===== config.mk =====
export PLATFORM = sky130hd
export DESIGN_NAME = ahb_slave_mux_7
export DESIGN_NICKNAME = d
export VERILOG_FILES = /design/src/rtl/ahb_slave_mux_7.sv
export SDC_FILE = /design/constraint.sdc
export NUM_CORES = 1
export LEC_CHECK = 0
export ABC_AREA = 1
export ABC_CLOCK_PERIOD_IN_PS = 2000
export CAP_MARGIN = 30
export CORE_AREA = 2 2 115 117
export DETAILED_ROUTE_END_ITERATION = 10
export DIE_AREA = 0 0 117 119
export SETUP_SLACK_MARGIN = 0.2
export SLEW_MARGIN = 20
export SYNTH_ARGS = -nofsm -noshare
export SYNTH_HDL_FRONTEND = slang
export SYNTH_SLANG_ARGS = --single-unit

===== constraint.sdc =====
create_clock -name hclk -period 2 [get_ports hclk]
set_clock_uncertainty 0.05 [all_clocks]
set_input_delay 0.4 -clock hclk [delete_from_list [all_inputs] [get_ports hclk]]
set_output_delay 0.4 -clock hclk [all_outputs]
set_load 0.03 [all_outputs]

===== src/rtl/ahb_slave_mux_7.sv =====
// ahb_slave_mux_7: AHB master-to-slave-7 address/data multiplexer with data-phase tracking.
module ahb_slave_mux_7 #(
  parameter int MASTER_NUM = 2,
  parameter int ADDR_W = 32,
  parameter int DATA_W = 32
) (
  input  logic                                 hclk,
  input  logic                                 hreset,
  input  logic [MASTER_NUM-1:0]                hgrant,
  input  logic                                 hsel,
  input  logic [MASTER_NUM-1:0][ADDR_W-1:0]    m_haddr,
  input  logic [MASTER_NUM-1:0][1:0]           m_htrans,
  input  logic [MASTER_NUM-1:0]                m_hwrite,
  input  logic [MASTER_NUM-1:0][2:0]           m_hsize,
  input  logic [MASTER_NUM-1:0][2:0]           m_hburst,
  input  logic [MASTER_NUM-1:0][DATA_W-1:0]    m_hwdata,
  output logic [ADDR_W-1:0]                    s_haddr,
  output logic [1:0]                           s_htrans,
  output logic                                 s_hwrite,
  output logic [2:0]                           s_hsize,
  output logic [2:0]                           s_hburst,
  output logic [DATA_W-1:0]                    s_hwdata,
  output logic                                 s_hsel,
  input  logic                                 s_hready,
  input  logic                                 s_hresp,
  input  logic [DATA_W-1:0]                    s_hrdata,
  output logic [MASTER_NUM-1:0]                m_hready,
  output logic [MASTER_NUM-1:0]                m_hresp,
  output logic [DATA_W-1:0]                    m_hrdata,
  output logic                                 hwait,
  output logic                                 onehot_err
);
  typedef enum logic [1:0] {S_IDLE, S_DATA, S_ERR} state_t;
  state_t state;
  logic [MASTER_NUM-1:0] aph_own, dph_own, sel;
  logic multi, onehot;
  assign multi = |(hgrant & (hgrant - MASTER_NUM'(1)));
  assign onehot = |hgrant && !multi;
  // During slave wait the arbiter drops hgrant, so the registered owner keeps the address stable
  assign sel = onehot ? hgrant : (hsel && !multi) ? aph_own : '0;
  assign s_hsel = |sel;
  assign m_hrdata = s_hrdata;
  assign hwait = (state != S_IDLE) && !s_hready;
  always_comb begin
    s_haddr = '0;
    s_htrans = 2'd0;
    s_hwrite = 1'b0;
    s_hsize = 3'd0;
    s_hburst = 3'd0;
    s_hwdata = '0;
    for (int i = 0; i < MASTER_NUM; i++) begin
      if (sel[i]) begin
        s_haddr = m_haddr[i];
        s_htrans = m_htrans[i];
        s_hwrite = m_hwrite[i];
        s_hsize = m_hsize[i];
        s_hburst = m_hburst[i];
      end
      if (dph_own[i]) s_hwdata = m_hwdata[i];
      m_hready[i] = (dph_own[i] || sel[i]) ? s_hready : (state == S_IDLE);
      m_hresp[i] = dph_own[i] ? s_hresp : 1'b0;
    end
  end
  always_ff @(posedge hclk) begin
    if (hreset) begin
      state <= S_IDLE;
      aph_own <= '0;
      dph_own <= '0;
      onehot_err <= 1'b0;
    end else begin
      if (multi) onehot_err <= 1'b1;
      aph_own <= onehot ? hgrant : hsel ? aph_own : '0;
      case (state)
        S_IDLE, S_DATA: begin
          if (s_hready) begin
            state <= s_htrans[1] ? S_DATA : S_IDLE;
            dph_own <= s_htrans[1] ? sel : '0;
          end else if (state == S_DATA && s_hresp) state <= S_ERR;
        end
        S_ERR: begin
          if (s_hready) begin
            state <= S_IDLE;
            dph_own <= '0;
          end
        end
        default: state <= S_IDLE;
      endcase
    end
  end
endmodule


==> impl_metrics.tcl <==
set metrics [dict create \
    rsz0062_at_grt "yes" \
    cp-start-kind "input pin" \
    start_util_pct 13.3 \
    fp.dieW_um 117 \
    hold_buffers 0 \
    drc 0 \
    design_area_mm2 0.00503 \
    min_period_over_period_pct 115 \
    nNetsFinal 758 \
    rows 42 \
    grtUsageTotal_pct 13.0 \
    grt_pass1_vias 2970 \
    yosys_warnings 0 \
    hp-class "reg -> reg" \
    grt_max_degree 35 \
    drtAntennaViolNets 0 \
    avgRoutedWirePerCell_um 13.9 \
    cts_buffers 3 \
    ir_drop_mv 0.373 \
    fmax_mhz 435 \
    area_delta_synth_final_pct 193 \
    required_ps 1550 \
    seq_area_frac_synth_pct 8.16 \
    dpl.hpwl_um 7440 \
    drive_above_1_share_pct 39.4 \
    cts.sinks 7 \
    leakage_nw 2.31 \
    violations "setup timing" \
    port_buffers 232 \
    grt_overflow 0 \
    avgSynthCellArea_um2 5.06 \
    post-route-min-period_ps 2300 \
    worst_pin_slew_ps 440 \
    cts_max_level 1 \
    diodes 0 \
    dr.pass1.iters 4 \
    status "finished, violations left" \
    syn_nets 527 \
    grt_pass1_wl_um 14400 \
    drv_cap 0 \
    worstPathArrival_ps 1850 \
    clkTransAtPathRegs_ps 40 \
    viasPerCell 3.99 \
    ys_ff_latch 7 \
    slew-limit-headroom_pct 70.5 \
    post_dp_cell_area_mm2 0.00417 \
    synth_cell_types 20 \
    cellPowerDensity_mw_per_mm2 376 \
    slew_violations 0 \
    antenna_found_initial 0 \
    setup_ws_ps -300 \
    criticalPathCategory "in -> out" \
    drt-total-wl_um 10300 \
    die_area_mm2 0.0139 \
    timing.setup.tns_ps -10570 \
    dp_slack_ps -701 \
    syn_inst 339 \
    clock_path_buffers 2 \
    total_power_w 0.00189 \
    root_buffer "clkbuf_16" \
    core_mm2 0.0129 \
    synth.cell_area_mm2 0.00172 \
    clock_latency_ps 230 \
    end_kind "primary output" \
    die_y_um 119 \
    drt_iter0_drc 84 \
    cts_tree "yes" \
    hold_viol_final 0 \
    routabilityCongestion 0.762 \
    io_pins 297 \
    finalSetupViolCount 44 \
    critPathMaxFanout 8 \
    vias 2974 \
    final_util_pct 39.1 \
]
==> what timing repair did <==
item | 4_1_cts | 5_1_grt
resized for setup | 92 | 19
gates cloned | 4 | 4
hold endpoints to repair | 0 | 0
setup endpoints to repair | 47 | 49
setup buffers | 16 | 2
pin swaps | 26 | 9
==> flip-flops by register name, summed over array words and instances, names as in the netlist <==
signal,cells
onehot_err,1
aph_own,2
dph_own,2
state,2
==> cell usage after synthesis <==
cell      count  share of area, %
nand2_2       2              0.73
nor2_2        1              0.36
nand2_1     158                35
nor2_4        1              0.66
nand3_1      78                23
and2_1        1              0.36
inv_1        10               2.2
clkbuf_1     10               2.2
buf_4        40                17
a21oi_1       7               2.0
nor4_1        1              0.36
dfxtp_1       7               8.2
o21bai_2      1              0.66
nand4_1       1              0.36
o21ai_0       2              0.58
ha_1          3               2.2
buf_2         5               1.5
nor2_1        9               2.0
nand3_2       1              0.58
or2_1         1              0.36
==> power breakdown <==
| group | switching (W) | internal, W |
|---|---|---|
| combinational | 0.000644 | 0.000750 |
| clock | 0.0000808 | 0.000266 |
| sequential | 0.00000363 | 0.000146 |
==> logic make-up after synthesis <==
kind of cell / count (synthesis) / share of synthesized area (%)
flops: 7 / 8.16
fa+ha+maj: 3 / 2.19
buf+inv: 65 / 23.3
simple gates: 254 / 63.0
compound gates: 10 / 3.28
==> critical path: stages <==
cell and delay [ps]:
buf_6 70, buf_8 110, inv_12 30, ha_4 290, nand4_1 180, nand2_4 140
buf_12 120, buf_12 90, buf_16 120, nand3_2 90, nand2_2 70, buf_6 120
==> metal layers <==
layer  global-route usage (%)  wire (um)  part of all wire, %  up-vias
li1                         -          -                    -     1514
met1                     14.3       3970                   38     1340
met2                     25.8       5650                   55      101
met3                     1.88        590                  5.7       19
met4                     2.21        136                  1.3        0
met5                        0          0                    0        -
==> metrics by stage <==
stage | hold slack (ps) | std cells
after floorplan | 392 | 339
after global placement | 409 | 715
after detailed placement | 412 | 715
after CTS | 424 | 739
after global routing | 469 | 745
final | 422 | 745
==> path summary, 6_finish.rpt <==
path	startpoint	to	slack, ps	cells past startpoint
max reg2reg	aph_own[0]$_SDFFE_PP0P_	dph_own[0]$_SDFFE_PP0P_	460	9
min	onehot_err$_SDFFE_PP0P_	onehot_err$_SDFFE_PP0P_	420	2
max	hgrant[0]	s_haddr[18]	-300	12
min reg2reg	onehot_err$_SDFFE_PP0P_	onehot_err$_SDFFE_PP0P_	420	2
==> cells in the final DEF (no fill, tap or decap), drive strengths merged <==
master,n
nand2,160
clkdlybuf4s50,150
buf,127
nand3,79
nor2,11
inv,10
dfxtp,7
clkbuf,7
a21oi,7
ha,3
o21ai,2
nand4,1
or2,1
o21bai,1
and2,1
nor4,1
dlygate4sd2,1
==> area by class of cell <==
cell class	count	area [um2]
fillers	1320	7840
multi-input cells	267	1570
inverters	10	50.0
repair buffers	281	2980
well taps	176	220
clock buffers	4	78.8
flip-flops and latches	7	140
(Power assumes the default switching activity.)
